## src/rtl/cpu_types_pkg.sv

```systemverilog
// Shared types and constants for the pipelined MIPS core.
package cpu_types_pkg;

    typedef logic [31:0] word_t;

    localparam int unsigned WORD_BYTES = 4;

    typedef enum logic [1:0] {
        FS_RUN,
        FS_HOLD,
        FS_HALTED
    } fetch_state_t;

endpackage : cpu_types_pkg

```

## src/rtl/fetch_skid_buffer.sv

```systemverilog
// One-entry holding register for a fetched instruction and its PC+4.
module fetch_skid_buffer
    import cpu_types_pkg::*;
#(
    parameter int unsigned WORD_W = 32
) (
    input  logic              CLK,
    input  logic              nRST,
    input  logic              load,
    input  logic              clear,
    input  logic [WORD_W-1:0] d_instr,
    input  logic [WORD_W-1:0] d_pc4,
    output logic              valid,
    output logic [WORD_W-1:0] q_instr,
    output logic [WORD_W-1:0] q_pc4
);

    logic              valid_q;
    logic [WORD_W-1:0] instr_q;
    logic [WORD_W-1:0] pc4_q;

    // Capture on load; clear wins so a redirect/halt always drops the entry.
    always_ff @(posedge CLK or negedge nRST) begin
        if (!nRST) begin
            valid_q <= 1'b0;
            instr_q <= '0;
            pc4_q   <= '0;
        end else if (clear) begin
            valid_q <= 1'b0;
            instr_q <= '0;
            pc4_q   <= '0;
        end else if (load) begin
            valid_q <= 1'b1;
            instr_q <= d_instr;
            pc4_q   <= d_pc4;
        end
    end

    assign valid   = valid_q;
    assign q_instr = instr_q;
    assign q_pc4   = pc4_q;

endmodule : fetch_skid_buffer

```

## src/rtl/fetch_stage.sv

```systemverilog
// IF stage: owns the PC, drives the imem read and feeds the IF/ID register.
module fetch_stage
    import cpu_types_pkg::*;
#(
    parameter int unsigned      WORD_W  = 32,
    parameter logic [WORD_W-1:0] PC_INIT = '0
) (
    input  logic              CLK,
    input  logic              nRST,
    input  logic              ihit,
    input  logic [WORD_W-1:0] iload,
    output logic              imemREN,
    output logic [WORD_W-1:0] imemaddr,
    input  logic              stall_i,
    input  logic              redirect_i,
    input  logic [WORD_W-1:0] redirect_pc_i,
    input  logic              halt_i,
    output logic              ifid_enable_o,
    output logic              ifid_flush_o,
    output logic [WORD_W-1:0] instruction_o,
    output logic [WORD_W-1:0] PCplus4_o,
    output word_t             fetch_count_o
);

    fetch_state_t      state_q, state_d;
    logic [WORD_W-1:0] pc_q, pc_d;
    word_t             count_q, count_d;

    logic              buf_load;
    logic              buf_clear;
    logic              buf_valid;
    logic [WORD_W-1:0] buf_instr;
    logic [WORD_W-1:0] buf_pc4;

    logic [WORD_W-1:0] pc_plus4;
    logic [WORD_W-1:0] redirect_target;
    logic              hold_sel;

    // Word-aligned arithmetic; both wrap modulo 2^WORD_W.
    assign pc_plus4        = pc_q + WORD_W'(WORD_BYTES);
    assign redirect_target = redirect_pc_i & ~WORD_W'(WORD_BYTES - 1);

    fetch_skid_buffer #(
        .WORD_W (WORD_W)
    ) u_skid (
        .CLK     (CLK),
        .nRST    (nRST),
        .load    (buf_load),
        .clear   (buf_clear),
        .d_instr (iload),
        .d_pc4   (pc_plus4),
        .valid   (buf_valid),
        .q_instr (buf_instr),
        .q_pc4   (buf_pc4)
    );

    // State, PC and delivered-instruction counter.
    always_ff @(posedge CLK or negedge nRST) begin
        if (!nRST) begin
            state_q <= FS_RUN;
            pc_q    <= PC_INIT;
            count_q <= '0;
        end else begin
            state_q <= state_d;
            pc_q    <= pc_d;
            count_q <= count_d;
        end
    end

    // Next state and IF/ID controls; priority halt > redirect > stall > ihit.
    always_comb begin
        state_d       = state_q;
        pc_d          = pc_q;
        count_d       = count_q;
        buf_load      = 1'b0;
        buf_clear     = 1'b0;
        ifid_enable_o = 1'b0;
        ifid_flush_o  = 1'b0;

        // Outputs are gated by nRST so they sit at reset values while it is low.
        if (!nRST || state_q == FS_HALTED) begin
            state_d = state_q;
        end else if (halt_i) begin
            state_d   = FS_HALTED;
            buf_clear = 1'b1;
        end else if (redirect_i) begin
            ifid_flush_o = 1'b1;
            pc_d         = redirect_target;
            buf_clear    = 1'b1;
            state_d      = FS_RUN;
        end else begin
            unique case (state_q)
                FS_RUN: begin
                    if (ihit) begin
                        pc_d = pc_plus4;
                        if (stall_i) begin
                            buf_load = 1'b1;
                            state_d  = FS_HOLD;
                        end else begin
                            ifid_enable_o = 1'b1;
                            count_d       = count_q + 32'd1;
                        end
                    end
                end
                FS_HOLD: begin
                    if (!stall_i) begin
                        ifid_enable_o = 1'b1;
                        buf_clear     = 1'b1;
                        state_d       = FS_RUN;
                        count_d       = count_q + 32'd1;
                    end
                end
                default: state_d = state_q;
            endcase
        end
    end

    // Datapath to IF/ID: buffered word in HOLD, otherwise the live imem word.
    assign hold_sel      = (state_q == FS_HOLD) && buf_valid;
    assign instruction_o = hold_sel ? buf_instr : (nRST ? iload : '0);
    assign PCplus4_o     = hold_sel ? buf_pc4 : pc_plus4;
    assign imemREN       = (state_q == FS_RUN);
    assign imemaddr      = pc_q;
    assign fetch_count_o = count_q;

endmodule : fetch_stage

```

## config.mk

```make
export PLATFORM = sky130hd
export DESIGN_NAME = fetch_stage
export DESIGN_NICKNAME = d
export VERILOG_FILES = /design/src/rtl/cpu_types_pkg.sv /design/src/rtl/fetch_skid_buffer.sv /design/src/rtl/fetch_stage.sv
export SDC_FILE = /design/constraint.sdc
export NUM_CORES = 1
export LEC_CHECK = 0
export CAP_MARGIN = 20
export CORE_MARGIN = 4
export CORE_UTILIZATION = 43
export DETAILED_ROUTE_END_ITERATION = 10
export PLACE_DENSITY = 0.87
export SLEW_MARGIN = 20
export SYNTH_ARGS = -nofsm -noshare
export SYNTH_HDL_FRONTEND = slang
export SYNTH_SLANG_ARGS = --single-unit
```

## constraint.sdc

```tcl
create_clock -name CLK -period 2.5 [get_ports CLK]
set_clock_uncertainty 0.2 [all_clocks]
set_input_delay 0.75 -clock CLK [delete_from_list [all_inputs] [get_ports CLK]]
set_output_delay 0.75 -clock CLK [all_outputs]
set_load 0.01 [all_outputs]
```

==> out/metrics.yaml, run 1 <==
placed_area_um2: 10000
cellPowerDensity_nw_per_um2: 705
crit_type: "reg2out"
die_area_um2: 17900
area_growth_pct: 73.6
tightestPinTransition_ns: 0.538
drv_slew: 0
drive_above_1_share_pct: 40.0
num_rows: 45
io_buffers: 196
synth_edf_count: 0
core_um2: 15400
ant_nets: 0
overflow: 0
hold_viol_final: 0
clock_path_buffers: 2
pre_cts_slack_ns: -0.793
cap_violations: 0
drt_drc_violations_left: 0
wl_per_cell_um: 20.8
synth_cell_types: 49
fin_nets: 1190
finalSetupTns_ns: -24.93
seq_area_um2: 3210
synth.cell_area_um2: 6820
hpwlAfterDp_um: 15400
status: "finished with violations"
grt_pass1_wl_um: 41000
synth_cells: 760
cts.sinks: 128
synth-seq-cells: 128
cts_htree_levels: 4
synthFlopType: "dfrtp_1"
arrival_ns: 2.26
ys_warn_count: 0
fmax_mhz: 311
p_total_mw: 8.35
cts_root_buffer: "clkbuf_16"
clk_latency_ns: 0.43
grt_pass1_vias: 7761
yosysMostFrequentCell: "nand2_1"
place_congestion: 0.866
synthTopCellsByCount: "129 x nand2_1, 128 x dfrtp_1, 62 x nand3_1"
design_area_um2: 11800
period_minus_slack_ns: 3.21
drt_iter0_markers: 836
r2r_slack_ns: 0.06
endpoint_kind: "primary output"
initial_core_util_pct: 44.4
start_kind: "flop"
yosysSeqAreaShare_pct: 46.9
fin_crit_sh_pct: 129
worstRegToRegCells: 12
yosysTopAreaCell: "dfrtp_1"
die_w_um: 134
first_pass_iters: 5
ir_worst_vdd_uv: 611
cts_buffers: 17
grt_max_degree: 42
syn_avg_cell_area_um2: 8.98
violations: "negative setup slack"
cts.clk_slew.worst_paths_ns: 0.06
relSlewSlack_pct: 64.1
synthTopCellsByArea: "dfrtp_1 47%, nand2_1 7.1%, xnor2_1 4.7%, nand3_1 4.5%, a21oi_1 4.3%"
r2r_end: "imemaddr[18]$_DFFE_PN0P_"
post_drt_via_cell_ratio: 5.90
synthArstFlopShare_pct: 100
cp.required_ns: 1.55
hold_path.class: "in2async"
final-setup-viol-count: 67
rsz0062_at_grt: "true"
grtUsageTotal_pct: 28.6
p_leak_nw: 5.78
die_h_um: 134
r2r-start: "imemaddr[16]$_DFFE_PN0P_"
antenna_found_initial: 0
n_fill_cell: 946
synth_top_area_share_pct: 46.9
multi_input_area_um2: 4110
hold_ws_ns: 0.107
layout_setup_ws_ns: -0.713
ioPinCount: 201
tritoncts: "built"
cp_max_fo: 3
num_vias: 7920
drt_wl_total_um: 28000
[per-layer routing]
layer / vias up / global-route usage, % / share of wire [%] / wire [um]
met1: 3857 / 35.6 / 38 / 10600
met4: 0 / 12.1 / 4.6 / 1290
met2: 534 / 48.3 / 49 / 13700
met3: 138 / 6.04 / 8.8 / 2470
li1: 3391 / - / - / -
met5: - / 0 / 0 / 0
[critical path, cell delays in order, from the launching register on]
cell,delay [ns]
dfrtp_1,0.36
nand4_1,0.21
buf_4,0.21
nor3_4,0.19
buf_4,0.14
nand4_1,0.15
xor2_1,0.20
a21oi_2,0.21
buf_2,0.17
[through the flow]
| step | util (%) | instances |
|---|---|---|
| after global routing | 77.0 | 1342 |
| final | 77.1 | 1343 |
| after detailed placement | 65.1 | 1234 |
| after floorplan | - | 761 |
| after CTS | 73.7 | 1322 |
| after global placement | 65.1 | 1234 |
[where the power goes]
group          internal [mW]  total (mW)  switching, mW
sequential              2.32        2.55          0.229
combinational           1.61        3.30           1.69
clock                   1.52        2.51          0.986
[registers in the layout, indices dropped and copies added, names as in the netlist]
name            flops
u_skid.q_instr     32
fetch_count_o      32
state_q             2
u_skid.q_pc4       31
imemaddr           30
u_skid.valid        1
[logic make-up after synthesis]
| group | count (synthesis) | synth area share (%) |
|---|---|---|
| buffers and inverters | 64 | 3.91 |
| and+or+nand+nor | 325 | 23.7 |
| muxes | 20 | 2.97 |
| adders and majority gates | 2 | 0.367 |
| other | 1 | 0.0550 |
| xor gates and xnor gates | 59 | 7.57 |
| AOI/OAI and AO/OA | 161 | 14.5 |
| DFF | 128 | 46.9 |
[worst max-delay path by stage]
stage	start	endpoint	slack, ns	cells past startpoint
2_1_floorplan	imemaddr[13]$_DFFE_PN0P_	PCplus4_o[27]	-0.10	6
3_3_place_gp	halt_i	ifid_enable_o	-0.76	4
3_5_place_dp	halt_i	ifid_enable_o	-0.79	4
4_1_cts	imemaddr[16]$_DFFE_PN0P_	PCplus4_o[31]	-0.58	7
5_1_grt	imemaddr[15]$_DFFE_PN0P_	PCplus4_o[18]	-0.75	8
6_report	imemaddr[16]$_DFFE_PN0P_	PCplus4_o[18]	-0.71	8
[layout make-up]
| type | instances | area share (%) |
|---|---|---|
| multi-input cells | 569 | 34.7 |
| diodes | 1 | 0.0211 |
| clock buffers | 19 | 3.82 |
| inverters | 7 | 0.222 |
| clock inverters | 13 | 1.15 |
| repair buffers | 395 | 30.8 |
| well taps | 211 | 2.23 |
| flip-flops and latches | 128 | 27.1 |
[cell usage in the layout (no fill, tap or decap), types with 5 or more instances in the layout]
master             n
nand3_4            6
xor2_1            14
buf_6             50
nand2_1          100
dlymetal6s2s_1    11
clkinv_2           5
and3_1             6
nand4_1           24
nor2_1            41
o22ai_1           24
nand2_2           27
dfrtp_1          126
buf_12            16
buf_2             56
dlygate4sd2_1      8
nand3_1           38
a22o_1            33
buf_4            137
inv_1              6
xnor2_1           24
nand3_2           18
a21oi_2           25
mux2i_1           18
nor2_4            10
clkbuf_16         20
clkdlybuf4s50_1  106
xnor2_2           12
a21oi_1           33
xor2_2             7
o21ai_0           36
and3_4             5
[timing repair]
action | CTS | global route
resized for setup | 405 | 115
pin swaps | 56 | 49
hold buffers | 0 | 0
buffers inserted | 52 | 41
endpoints found under the setup margin | 134 | 78
gates cloned | 4 | 3
Power figures use the tool's default switching activity.
==> run 2, diff against run 1 <==
- SLEW_MARGIN: 20 -> 5
==> results of run 2 <==
Same layout as run 1: the final DEF is identical, and so are final timing and power.
==> run 3, diff against run 2 <==
- HOLD_SLACK_MARGIN: default -> 0.1
==> run 3 against run 2 <==
Net effect: the flow still finishes with violations (negative setup slack); sequential share of layout area fell by 0.068 points; count of clock-buffer cells in the layout did not move; largest power group unchanged; combinational power barely moved; highest routed layer unchanged; clock power barely moved; global-route usage rose by 0.11 points.
==> out/metrics.yaml, run 3 (synthesis gave the netlist of run 1 again) <==
fin_crit_sh_pct: 129  # about the same
first_pass_iters: 6  # was 5
grt_pass1_wl_um: 41100  # was 41000 um
p_sw_mw: 2.90  # about the same
rsz0062_at_grt: "true"  # unchanged
period_minus_slack_ns: 3.22  # was 3.21 ns
relSlewSlack_pct: 64.0  # was 64.1%
crit_type: "reg2out"  # unchanged
swShare_pct: 34.7  # about the same
cp_max_fo: 3  # unchanged
cellPowerDensity_nw_per_um2: 703  # was 705 nW/um2
critical_path_buf_inv_count: 3  # unchanged
pwr-share-seq_pct: 30.5  # about the same
hpwlAfterDp_um: 15400  # unchanged
cp.required_ns: 1.55  # about the same
place_inst: 1234  # unchanged
core_um2: 15400  # unchanged
io_buffers: 196  # unchanged
clk_latency_ns: 0.43  # about the same
ant_nets: 0  # unchanged
status: "finished with violations"  # unchanged
tritoncts: "built"  # unchanged
cts.clk_slew.worst_paths_ns: 0.06  # about the same
place_congestion: 0.866  # unchanged
hold_viol_final: 0  # unchanged
hold_path.class: "in2async"  # unchanged
ir_worst_vdd_uv: 608  # was 611 uV
drt_wl_total_um: 28100  # was 28000 um
post_drt_via_cell_ratio: 5.87  # was 5.90
pwr-share-clk_pct: 30.0  # about the same
p_int_mw: 5.45  # about the same
num_vias: 7907  # was 7920
p_total_mw: 8.35  # about the same
hold_ws_ns: 0.123  # was 0.107 ns
cap_violations: 0  # unchanged
drv_slew: 0  # unchanged
pre_cts_slack_ns: -0.793  # unchanged
path_cells: "nand4_1, buf_4, nor3_4, buf_4, nand4_1, xor2_1, a21oi_2, buf_2"  # unchanged
die_h_um: 134  # unchanged
fmax_mhz: 311  # about the same
cts_root_buffer: "clkbuf_16"  # unchanged
cts_buffers: 17  # unchanged
drive_above_1_share_pct: 39.9  # was 40.0%
cp_slowest_stage_delay_ns: 0.36  # about the same
critPathSlowestCell: "dfrtp_1"  # unchanged
grt_max_degree: 42  # unchanged
num_rows: 45  # unchanged
p_comb_share_pct: 39.5  # about the same
clock_path_buffers: 2  # unchanged
overflow: 0  # unchanged
antenna_found_initial: 0  # unchanged
arrival_ns: 2.27  # was 2.26 ns
ioPinCount: 201  # unchanged
die_area_um2: 17900  # unchanged
initial_core_util_pct: 44.4  # unchanged
final-setup-viol-count: 66  # was 67
cts_htree_levels: 4  # unchanged
final_cell_count_no_fill: 1346  # was 1343
p_leak_nw: 5.79  # was 5.78 nW
layout_commonest_cell: "buf_4"  # unchanged
violations: "negative setup slack"  # unchanged
fin_nets: 1193  # was 1190
grt_pass1_vias: 7779  # was 7761
finalSetupTns_ns: -24.87  # was -24.93 ns
grtUsageTotal_pct: 28.7  # was 28.6%
drt_iter0_markers: 843  # was 836
layout_setup_ws_ns: -0.716  # was -0.713 ns
endpoint_kind: "primary output"  # unchanged
final_cell_mix: "137 x buf_4, 126 x dfrtp_1, 106 x clkdlybuf4s50_1"  # unchanged
crit_family: "simple AND/OR/NAND/NOR gates"  # unchanged
area_growth_pct: 74.1  # was 73.6%
drt_drc_violations_left: 0  # unchanged
tightestPinTransition_ns: 0.540  # was 0.538 ns
start_kind: "flop"  # unchanged
wl_per_cell_um: 20.8  # about the same
die_w_um: 134  # unchanged
cts.sinks: 128  # unchanged
-- run 3: cell types whose count changed in the layout (fill, tap and decap cells not counted) --
cell / delta
dlygate4sd3_1: +3
-- run 3: worst paths after layout --
kind / startpoint / endpoint / slack (ns) / depth (start not counted)
worst max-delay path: imemaddr[16]$_DFFE_PN0P_ / PCplus4_o[18] / -0.72 / 8
min in group CLK: u_skid.q_pc4[10]$_DFFE_PN0P_ / u_skid.q_pc4[10]$_DFFE_PN0P_ / 0.29 / 2
worst min-delay path: nRST / u_skid.q_instr[28]$_DFFE_PN0P_ / 0.12 / 2
max in group asynchronous: nRST / u_skid.q_instr[2]$_DFFE_PN0P_ / 1.10 / 3
worst min register to register: u_skid.q_pc4[10]$_DFFE_PN0P_ / u_skid.q_pc4[10]$_DFFE_PN0P_ / 0.29 / 2
worst max register to register: imemaddr[16]$_DFFE_PN0P_ / imemaddr[18]$_DFFE_PN0P_ / 0.07 / 12
-- run 3: worst register-to-register path, cell delays in order (launching register included) --
cell     delay (ns)
dfrtp_1        0.36
nand4_1        0.21
buf_4          0.21
nor3_4         0.19
buf_4          0.14
nand4_1        0.14
buf_4          0.18
buf_6          0.11
buf_6          0.10
buf_6          0.10
buf_6          0.11
mux2i_1        0.18
a21oi_1        0.10
-- run 3: routing by layer --
layer	vias to the layer above	global-route usage, %	share of wire [%]
li1	3397	-	-
met1	3884	35.8	38
met2	498	48.3	49
met3	128	6.04	8.3
met4	0	12.1	4.5
met5	-	0	0
-- run 3: final cells by class --
class	instances	area, um2
diodes	1	2.50
clock buffers	19	453
clock inverters	13	136
fillers	945	3500
inverters	7	26.3
multi-input cells	569	4110
flip-flops and latches	128	3210
well taps	211	264
repair buffers	398	3680
-- run 3: per-stage QoR --
step	util (%)	cell area, um2
after floorplan	-	6970
after global placement	65.1	10000
after detailed placement	65.1	10000
after CTS	73.9	11400
after global routing	77.2	11900
final	77.3	11900
-- run 3: power by group through the flow --
stage                     clock [mW]  combinational (mW)  sequential (mW)
after CTS                       2.48                2.98             2.51
after global placement             0                2.76             2.49
after floorplan                    0                1.08             2.65
final                           2.51                3.30             2.54
after global routing            2.60                3.47             2.56
after detailed placement           0                2.81             2.51
-- run 3: what timing repair did --
action / CTS / global route
endpoints found under the setup margin: 134 / 78
gates resized for setup: 405 / 115
buffers inserted: 52 / 41
hold buffers: 3 / 0
pin swaps: 56 / 53
hold endpoints to repair: 2 / 0
gates cloned: 4 / 3
